**config.mk**
```make
export PLATFORM = sky130hd
export DESIGN_NAME = rom_download_packer
export DESIGN_NICKNAME = d
export VERILOG_FILES = /design/src/rtl/rom_download_packer.sv
export SDC_FILE = /design/constraint.sdc
export NUM_CORES = 1
export LEC_CHECK = 0
export ABC_AREA = 1
export BUFFER_PORTS_ARGS = -buffer_cell sky130_fd_sc_hd__buf_2
export CORE_AREA = 2 2 201 163
export DETAILED_ROUTE_END_ITERATION = 12
export DIE_AREA = 0 0 203 165
export SYNTH_ARGS = -nofsm -noshare
export SYNTH_HDL_FRONTEND = slang
export SYNTH_SLANG_ARGS = --single-unit
export TNS_END_PERCENT = 5
```
**constraint.sdc**
```tcl
create_clock -name clk -period 5.43 [get_ports clk]
set_input_delay 0.543 -clock clk [delete_from_list [all_inputs] [get_ports clk]]
set_output_delay 0.543 -clock clk [all_outputs]
set_load 0.1 [all_outputs]
```
**src/rtl/rom_download_packer.sv**
```systemverilog
// Packs ioctl download bytes into 32-bit little-endian words and writes them to SDRAM through a word FIFO.
// Latency: lane-3 byte sampled at cycle N -> FIFO entry at N+1 -> sdram_req at N+2 (FSM idle, FIFO empty).
// Backpressure: none toward ioctl; a push into a full FIFO with no pop that cycle is dropped and sets overflow.
module rom_download_packer #(
    parameter int FIFO_DEPTH = 4,
    parameter int ADDR_WIDTH = 23
) (
    input  logic                  clk,
    input  logic                  reset_n,
    input  logic                  ioctl_download,
    input  logic                  ioctl_wr,
    input  logic [24:0]           ioctl_addr,
    input  logic [7:0]            ioctl_data,
    output logic [ADDR_WIDTH-1:0] sdram_addr,
    output logic [31:0]           sdram_data,
    output logic                  sdram_we,
    output logic                  sdram_req,
    input  logic                  sdram_ack,
    output logic                  busy,
    output logic                  done,
    output logic                  overflow
);
    localparam int PW = $clog2(FIFO_DEPTH);

    typedef enum logic {IDLE = 1'b0, REQ = 1'b1} state_t;

    typedef struct packed {
        logic [ADDR_WIDTH-1:0] addr;
        logic [31:0]           data;
    } entry_t;

    // assembly path
    logic                  dl_q;
    logic [31:0]           asm_q, asm_d;
    logic [ADDR_WIDTH-1:0] asm_addr_q, asm_addr_d;
    logic                  pending_q, pending_d;
    logic                  flush_q, flush_d;
    logic                  overflow_q, overflow_d;

    // fifo
    entry_t                mem_q [FIFO_DEPTH];
    logic [PW:0]           wptr_q, rptr_q;
    entry_t                push_ent, head;
    logic                  push, push_ok, pop, drop, empty, full;

    // write fsm
    state_t                state_q;
    logic                  req_q;
    logic [ADDR_WIDTH-1:0] addr_q;
    logic [31:0]           data_q;
    logic                  busy_q, done_q;

    logic                  accept, dl_rise, dl_fall, pend_live, old_out, lane3;
    logic [ADDR_WIDTH-1:0] byte_waddr;
    logic [4:0]            sh;
    logic [31:0]           byte_word, lane_mask, merge_base, merged;

    assign accept     = ioctl_wr && ioctl_download;
    assign dl_rise    = ioctl_download && !dl_q;
    assign dl_fall    = !ioctl_download && dl_q;
    assign byte_waddr = ADDR_WIDTH'(ioctl_addr[24:2]);
    assign lane3      = (ioctl_addr[1:0] == 2'd3);
    assign sh         = {ioctl_addr[1:0], 3'b000};
    assign byte_word  = 32'(ioctl_data) << sh;
    assign lane_mask  = 32'hFF << sh;

    // A rising download edge discards whatever partial word is left over.
    assign pend_live  = pending_q && !dl_rise;
    assign old_out    = pend_live && (flush_q || dl_fall || (accept && (byte_waddr != asm_addr_q)));
    assign merge_base = (pend_live && !old_out) ? asm_q : 32'h0;
    assign merged     = (merge_base & ~lane_mask) | byte_word;

    always_comb begin
        push       = 1'b0;
        push_ent   = '0;
        asm_d      = asm_q;
        asm_addr_d = asm_addr_q;
        pending_d  = pending_q;
        flush_d    = 1'b0;
        if (dl_rise) begin
            asm_d     = 32'h0;
            pending_d = 1'b0;
        end
        if (old_out) begin
            push          = 1'b1;
            push_ent.addr = asm_addr_q;
            push_ent.data = asm_q;
            asm_d         = 32'h0;
            pending_d     = 1'b0;
        end
        if (accept) begin
            if (lane3 && !old_out) begin
                push          = 1'b1;
                push_ent.addr = byte_waddr;
                push_ent.data = merged;
                asm_d         = 32'h0;
                pending_d     = 1'b0;
            end else begin
                // A completed word that collides with an eviction is pushed next cycle via flush.
                asm_d      = merged;
                asm_addr_d = byte_waddr;
                pending_d  = 1'b1;
                flush_d    = lane3;
            end
        end
    end

    assign pop     = (state_q == REQ) && sdram_ack;
    assign empty   = (wptr_q == rptr_q);
    assign full    = (wptr_q[PW] != rptr_q[PW]) && (wptr_q[PW-1:0] == rptr_q[PW-1:0]);
    assign push_ok = push && (!full || pop);
    assign drop    = push && full && !pop;
    assign head    = mem_q[rptr_q[PW-1:0]];

    always_comb begin
        overflow_d = overflow_q;
        if (dl_rise) overflow_d = 1'b0;
        if (drop)    overflow_d = 1'b1;
    end

    always_ff @(posedge clk or negedge reset_n) begin
        if (!reset_n) begin
            dl_q       <= 1'b0;
            asm_q      <= 32'h0;
            asm_addr_q <= '0;
            pending_q  <= 1'b0;
            flush_q    <= 1'b0;
            overflow_q <= 1'b0;
            wptr_q     <= '0;
            rptr_q     <= '0;
        end else begin
            dl_q       <= ioctl_download;
            asm_q      <= asm_d;
            asm_addr_q <= asm_addr_d;
            pending_q  <= pending_d;
            flush_q    <= flush_d;
            overflow_q <= overflow_d;
            if (push_ok) wptr_q <= wptr_q + 1'b1;
            if (pop)     rptr_q <= rptr_q + 1'b1;
        end
    end

    // The popped head already sits in addr_q/data_q, so overwriting its slot on a full push is safe.
    always_ff @(posedge clk) begin
        if (push_ok) mem_q[wptr_q[PW-1:0]] <= push_ent;
    end

    always_ff @(posedge clk or negedge reset_n) begin
        if (!reset_n) begin
            state_q <= IDLE;
            req_q   <= 1'b0;
            addr_q  <= '0;
            data_q  <= 32'h0;
        end else begin
            case (state_q)
                IDLE: begin
                    if (!empty) begin
                        addr_q  <= head.addr;
                        data_q  <= head.data;
                        req_q   <= 1'b1;
                        state_q <= REQ;
                    end
                end
                REQ: begin
                    if (sdram_ack) begin
                        req_q   <= 1'b0;
                        state_q <= IDLE;
                    end
                end
                default: begin
                    req_q   <= 1'b0;
                    state_q <= IDLE;
                end
            endcase
        end
    end

    assign busy = reset_n && (ioctl_download || pending_q || !empty || (state_q == REQ));

    always_ff @(posedge clk or negedge reset_n) begin
        if (!reset_n) begin
            busy_q <= 1'b0;
            done_q <= 1'b0;
        end else begin
            busy_q <= busy;
            done_q <= busy_q && !busy;
        end
    end

    assign sdram_addr = addr_q;
    assign sdram_data = data_q;
    assign sdram_req  = req_q;
    assign sdram_we   = req_q;
    assign done       = done_q;
    assign overflow   = overflow_q;

endmodule

```
==> key figures, run 1 <==
Status
  • Status: finished clean

Logic synthesis
  • Syn Inst Count: 1421
  • Biggest area consumer among synthesized cells: edfxtp_1
  • Synth cell types: 22
  • Sequential share of the synthesized area: 65.0%
  • Post-synth EDFFs: 220
  • Synth top area share: 44.2%
  • Most frequent cell after synthesis: nand2_1
  • Ranking of synthesized cells by area: edfxtp_1, dfrtp_1, nand2_1
  • Most frequent cells after synthesis: nand2_1, edfxtp_1, nor2_1, dfrtp_1
  • Asr flop ratio synth: 36.0%
  • Mapped cell area: 0.0149 mm2
  • YS warnings: 0
  • Post-synth top flop: edfxtp_1
  • Net Count, Synth: 1464
  • Synthesis-stage register bit count: 344
  • Mean Syn Cell Area: 10.5 um2

Clock network
  • Cts repair resizes: 0
  • CTS tree: yes
  • CTS Root Cell: clkbuf_16
  • Sink Count: 344
  • Hold buffers post-CTS: 0
  • Buffer count from post-CTS setup fixing: 0
  • Num CTS Buffers: 35
  • Clk buf depth: 3
  • Clock-pin slew on the worst setup and hold paths: 0.06 ns
  • H-Tree Depth: 2
  • Worst-Skew Late Latency: 0.53 ns

Placement
  • Placed wire-length estimate: 21900 um
  • Port Buffers: 97
  • Setup WS pre-CTS: 1.65 ns
  • Global placement routability congestion: 0.808

Setup path
  • CP endpoint kind: flip-flop
  • Worst Path Required: 5.75 ns
  • Crit-path leading delay family: buffers and inverters
  • WP buf/inv: 5
  • Cell mode on critical path: nand2_1
  • CP startpoint kind: flip-flop
  • Crit-path slowest cell: buf_4
  • Arrival time at the worst endpoint: 3.90 ns
  • Worst-path cell chain: inv_1 > nand2_1 > nand2_1 > nor2_1 > nand2_1 > nor2_1 > nand3_1 > nand2_2 > buf_4 > nand2_1 > nand2_2 > buf_4 > nand2_1 > buf_4 > inv_2 > nand2_1 > nand2_1
  • CP Class: reg2reg
  • Crit Path Max Fanout: 66
  • R2R Setup Slk: 1.85 ns
  • Max incr delay on CP: 0.56 ns

Global routing
  • Antenna violations before repair: 0
  • Gr usage total: 22.1%
  • Largest net degree at the start of global routing: 112
  • Vias in the first global route: 9506
  • First-pass GRT wire length: 56400 um
  • Total grt overflow: 0

Timing
  • Fin Setup TNS: 0 ns
  • Final min period: 3.58 ns
  • Fmax: 0.280 GHz
  • Worst-Margin Slew: 1.14 ns
  • Final Max Slew Viols: 0
  • Setup Skew: 0.0168 ns
  • Hold slack: 0.0329 ns
  • RSZ-0062 raised after global routing: no
  • Final Hold Fails: 0
  • Relative slew slack: 23.8%
  • Final setup fails: 0
  • Worst Setup Slack, final: 1.85 ns
  • Final period util: 65.9%

Finish
  • Final Util: 53.6%
  • Fill cell count: 2736
  • Layout cell share with drive strength beyond 1: 16.2%
  • Antenna cell count: 0
  • Area grow syn2layout: 12.3%
  • Final nets: 1527

Job
  • Max-Cap Viols: 0

Floorplanning
  • Die H: 165 um
  • Die width: 203 um
  • Cell Rows: 58
  • I/O pin count: 98
  • Die area: 0.0335 mm2
  • Core area: 0.0313 mm2
  • Initial Utilization: 47.8%

Drt
  • Post-route ant nets: 0
  • Vias: 10500
  • Drt pass-1 iters: 6
  • DR vias/cell: 5.41
  • Wire per inst: 18.8 um
  • WL final: 36300 um
  • # DRC: 0
  • Initial drt markers: 1049

Power
  • Leakage: 6.98 nW
  • Power per cell area: 567 mW/mm2
  • IR drop worst, VDD: 0.433 mV

Min path
  • Worst hold path type: in2async
==> worst paths after layout <==
kind | depth (start not counted) | end | from
min | 1 | asm_addr_q[15] | reset_n
max | 17 | mem_q[1][3] | asm_addr_q[12]
min reg2reg | 2 | done | busy_q
max in group asynchronous | 2 | sdram_data[6] | reset_n
max reg2reg | 17 | mem_q[1][3] | asm_addr_q[12]
min in group clk | 1 | dl_q | ioctl_download
==> cells in the final DEF, fill, tap and decap left out, types with 2 or more instances in the layout <==
master,n
nand2_1,299
edfxtp_1,220
nor2_1,165
dfrtp_1,123
nand3_1,117
o21ai_0,117
buf_2,96
inv_1,76
o22ai_1,75
mux2_2,55
nand4_1,37
clkbuf_16,36
inv_2,18
clkbuf_1,16
buf_4,16
clkinv_1,6
ha_1,5
xor2_1,4
xnor2_1,4
nand2_2,4
nor2_4,4
clkinv_2,4
buf_12,3
nor2_2,2
a21oi_1,2
==> layout make-up <==
type | instances | area (um2) | area share (%)
well taps | 420 | 526 | 3.13
multi-input cells | 891 | 4470 | 26.6
clock inverters | 11 | 67.6 | 0.403
flip-flops and latches | 344 | 9710 | 57.9
repair buffers | 116 | 672 | 4.00
inverters | 96 | 360 | 2.15
clock buffers | 53 | 975 | 5.81
==> layer usage <==
| layer | vias up | share of wire [%] | GRT usage, % |
|---|---|---|---|
| met3 | 42 | 7.9 | 3.97 |
| met2 | 366 | 40 | 29.7 |
| met4 | 0 | 1.5 | 5.18 |
| met5 | - | 0 | 0 |
| met1 | 5027 | 50 | 36.4 |
| li1 | 5021 | - | - |
==> power by group <==
group / switching (mW) / total [mW] / internal [mW]
Combinational: 2.96 / 3.83 / 0.875
Sequential: 0.231 / 3.45 / 3.22
Clock: 0.979 / 2.23 / 1.25
Total: 4.17 / 9.51 / 5.34
==> through the flow <==
step,instances,total power [mW],cell area [um2]
finish,1931,9.51,16800
CTS,1931,9.61,16800
floorplan,1421,6.55,14900
global placement,1867,7.33,15700
global route,1931,10.0,16800
detailed placement,1867,7.37,15700
==> flip-flops by register name, summed over array words and instances, names as in the netlist, 3 cells and up <==
| signal | count |
|---|---|
| asm_addr_q | 23 |
| sdram_addr | 23 |
| wptr_q | 3 |
| sdram_data | 32 |
| rptr_q | 3 |
| asm_q | 32 |
| mem_q | 220 |
==> kinds of logic after synthesis <==
logic type / after synthesis / synth area share [%]
fa+ha+maj: 5 / 0.419
mux: 55 / 4.15
xor+xnor: 8 / 0.469
simple gates: 628 / 17.4
compound gates: 195 / 7.16
buf+inv: 186 / 5.38
flops: 344 / 65.0
(Power assumes the default switching activity.)
==> run 2: changes to the inputs <==
--- a/config.mk
+++ b/config.mk
@@ -5,11 +5,12 @@
 export SDC_FILE = /design/constraint.sdc
 export NUM_CORES = 1
 export LEC_CHECK = 0
-export ABC_AREA = 1
+export ABC_AREA = 0
 export BUFFER_PORTS_ARGS = -buffer_cell sky130_fd_sc_hd__buf_2
-export CORE_AREA = 2 2 201 163
+export CORE_AREA = 2 2 191 156
 export DETAILED_ROUTE_END_ITERATION = 12
-export DIE_AREA = 0 0 203 165
+export DIE_AREA = 0 0 193 158
+export PLACE_DENSITY = 0.65
 export SYNTH_ARGS = -nofsm -noshare
 export SYNTH_HDL_FRONTEND = slang
 export SYNTH_SLANG_ARGS = --single-unit
==> constraint.sdc (replaced) <==
create_clock -name clk -period 3.55 [get_ports clk]
set_input_delay 0.355 -clock clk [delete_from_list [all_inputs] [get_ports clk]]
set_output_delay 0.355 -clock clk [all_outputs]
set_load 0.1 [all_outputs]
==> key figures, run 2 <==
Status
  • Status: finished clean

Drt
  • WL final: 26900 um (-26%)
  • Vias: 7064 (-32%)
  • Post-route ant nets: 0 (unchanged)
  • Wire per inst: 20.8 um (+11%)
  • Drt pass-1 iters: 4 (-2)
  • Initial drt markers: 438 (-58%)
  • DR vias/cell: 5.48 (+1.1%)
  • # DRC: 0 (unchanged)

Timing
  • Final setup fails: 0 (unchanged)
  • Worst Setup Slack, final: 0.750 ns (-1.10 ns)
  • Final min period: 2.80 ns (-0.777 ns)
  • RSZ-0062 raised after global routing: no
  • Final Max Slew Viols: 0 (unchanged)
  • Setup Skew: 0.0115 ns (-0.00530 ns)
  • Worst-Margin Slew: 1.21 ns (+0.0622 ns)
  • Fin Setup TNS: 0 ns (unchanged)
  • Relative slew slack: 19.4% (-4.3 points)
  • Fmax: 0.357 GHz (+28%)
  • Final period util: 78.9% (+13 points)
  • Final Hold Fails: 0 (unchanged)

Placement
  • Placed insts: 1223 (-34%)
  • Placed cell area: 0.0146 mm2 (-7.4%)
  • Global placement routability congestion: 0.793 (-1.9%)
  • Setup WS pre-CTS: 0.695 ns (-0.958 ns)
  • Placed wire-length estimate: 16400 um (-25%)
  • Port Buffers: 97 (unchanged)

Finish
  • Commonest non-fill, non-tap cell in the layout: edfxtp_1
  • Non-Filler Instances: 1290 (-33%)
  • Layout cell share with drive strength beyond 1: 32.5% (+16 points)
  • Fill cell count: 2310 (-16%)
  • Final nets: 927 (-39%)
  • Area grow syn2layout: 15.7%
  • Final Util: 54.6% (+1.0 points)
  • Area of the multi-input gates: 0.00371 mm2 (-17%)
  • Fin area: 0.0157 mm2 (-6.4%)
  • Storage cell area: 0.00971 mm2 (about the same)
  • Commonest cells after routing, fill and taps aside: edfxtp_1, dfrtp_1, buf_2
  • Largest register FFs: 220 (unchanged)

Clock network
  • Num CTS Buffers: 35 (unchanged)
  • Clock-pin slew on the worst setup and hold paths: 0.06 ns (about the same)
  • Worst-Skew Late Latency: 0.51 ns (-0.02 ns)
  • Clk buf depth: 3 (unchanged)
  • CTS tree: yes
  • Buffer count from post-CTS setup fixing: 0 (unchanged)
  • CTS Root Cell: clkbuf_16
  • Sink Count: 344 (unchanged)
  • H-Tree Depth: 2 (unchanged)

Setup path
  • Max incr delay on CP: 0.51 ns (-0.05 ns)
  • Crit-path leading delay family: simple AND/OR/NAND/NOR gates
  • CP Class: reg2reg
  • Worst Path Required: 3.79 ns (-1.96 ns)
  • Crit-path slowest cell: nor4_1
  • WP buf/inv: 1 (-4)
  • CP endpoint kind: flip-flop
  • CP startpoint kind: flip-flop
  • Arrival time at the worst endpoint: 3.04 ns (-0.86 ns)
  • R2R Setup Slk: 0.75 ns (-1.10 ns)
  • Crit Path Max Fanout: 42 (-36%)
  • Worst-path cell chain: xor2_1 > nor4_1 > and4_1 > a221o_1 > a21boi_2 > and2_2 > buf_12

Floorplanning
  • Core area: 0.0287 mm2 (-8.2%)
  • Die area: 0.0305 mm2 (-9.0%)
  • Cell Rows: 56 (-3.4%)
  • Die width: 193 um (-4.9%)
  • I/O pin count: 98 (unchanged)
  • Initial Utilization: 47.2% (-0.54 points)
  • Die H: 158 um (-4.2%)

Logic synthesis
  • Net Count, Synth: 809 (-45%)
  • Mean Syn Cell Area: 17.7 um2 (+68%)
  • Asr flop ratio synth: 36.0% (unchanged)
  • Most frequent cells after synthesis: edfxtp_1, dfrtp_1, nand2_1, mux2_2, mux4_2
  • Post-synth top flop: edfxtp_1
  • Synth cell types: 40 (+82%)
  • Synth top area share: 48.7% (+4.5 points)
  • Ranking of synthesized cells by area: edfxtp_1, dfrtp_1, mux4_2
  • YS warnings: 0 (unchanged)
  • Post-synth EDFFs: 220 (unchanged)
  • Mapped cell area: 0.0136 mm2 (-9.2%)
  • Syn Inst Count: 766 (-46%)
  • Sequential share of the synthesized area: 71.6% (+6.6 points)
  • Biggest area consumer among synthesized cells: edfxtp_1
  • Most frequent cell after synthesis: edfxtp_1
  • Synthesis-stage register bit count: 344 (unchanged)

Power
  • Leakage: 6.04 nW (-14%)
  • IR drop worst, VDD: 0.640 mV (+48%)
  • Power per cell area: 910 mW/mm2 (+61%)

Job
  • Max-Cap Viols: 0 (unchanged)

Min path
  • Worst hold path type: in2reg

Global routing
  • Antenna violations before repair: 4 (+4)
  • Gr usage total: 18.6% (-3.5 points)
  • Vias in the first global route: 7295 (-23%)
  • Total grt overflow: 0 (unchanged)
  • First-pass GRT wire length: 42400 um (-25%)
  • Largest net degree at the start of global routing: 63 (-44%)
==> run 2: cell types whose count changed in the layout (fill, tap and decap cells not counted), sizes merged, moves of 29 or more <==
cell / previous run / this run
o21ai: 117 / 7
nand2: 303 / 71
and2: 0 / 29
nand4: 37 / 4
a22o: 0 / 33
nand3: 117 / 36
nor2: 171 / 7
o22ai: 75 / 1
inv: 95 / 5
mux4: 0 / 55
==> run 2: final timing paths <==
path,startpoint,endpoint,depth (start not counted)
min in group asynchronous,reset_n,sdram_data[10],2
hold / removal,ioctl_download,dl_q,1
setup / recovery,asm_addr_q[18],mem_q[0][38],7
hold reg to reg,busy_q,done,1
setup reg to reg,asm_addr_q[18],mem_q[0][38],7
max in group asynchronous,reset_n,rptr_q[0],3
==> run 2: routing by layer <==
metal	up-vias	global-route usage [%]	share of wire (%)	routed length, um
li1	3186	-	-	-
met1	3647	27.2	46	12400
met3	33	4.81	7.0	1880
met5	-	0	0.089	24
met2	194	28.2	46	12300
met4	4	4.11	1.2	334
==> run 2: where the power goes <==
part	internal [mW]	switching (mW)	total, mW
registers	4.95	0.286	5.24
clock network	2.06	1.47	3.53
logic	1.60	3.92	5.52
total	8.61	5.68	14.3
==> run 2: kinds of logic (layout without fill, tap and decap cells) <==
logic type | Yosys count | count (layout) | synth area share, %
and+or+nand+nor | 159 | 159 | 5.65
muxes | 135 | 135 | 15.8
DFF | 344 | 344 | 71.6
AOI/OAI and AO/OA | 54 | 54 | 3.24
adders and majority gates | 5 | 5 | 0.461
buffers and inverters | 39 | 183 | 1.35
xor gates and xnor gates | 30 | 30 | 1.94
other | 0 | 3 | 0
==> run 2: cell type report <==
type | instances | share of cell area, %
clock buffers | 46 | 6.37
repair buffers | 115 | 4.25
clock inverters | 17 | 0.725
well taps | 377 | 3.00
multi-input cells | 383 | 23.6
flip-flops and latches | 344 | 61.9
diodes | 3 | 0.0478
inverters | 5 | 0.120
==> run 2: what timing repair did <==
item / CTS / global route
endpoints found under the hold margin: 29 / 0
hold buffers: 1 / 0
resized for setup: 0 / 0
==> run 2: worst register-to-register path, cell delays in order, from the launching register on <==
cell and delay, ns:
dfrtp_1 0.40, xor2_1 0.15, nor4_1 0.51, and4_1 0.45, a221o_1 0.25, a21boi_2 0.10, and2_2 0.36, buf_12 0.27
==> run 2: per-stage QoR <==
step           power, mW  hold WS [ns]
6_report            14.3        0.0833
5_1_grt             14.9        0.0720
4_1_cts             14.5        0.0653
3_5_place_dp        10.9         0.266
3_3_place_gp        10.9         0.264
2_1_floorplan       9.84        0.0594
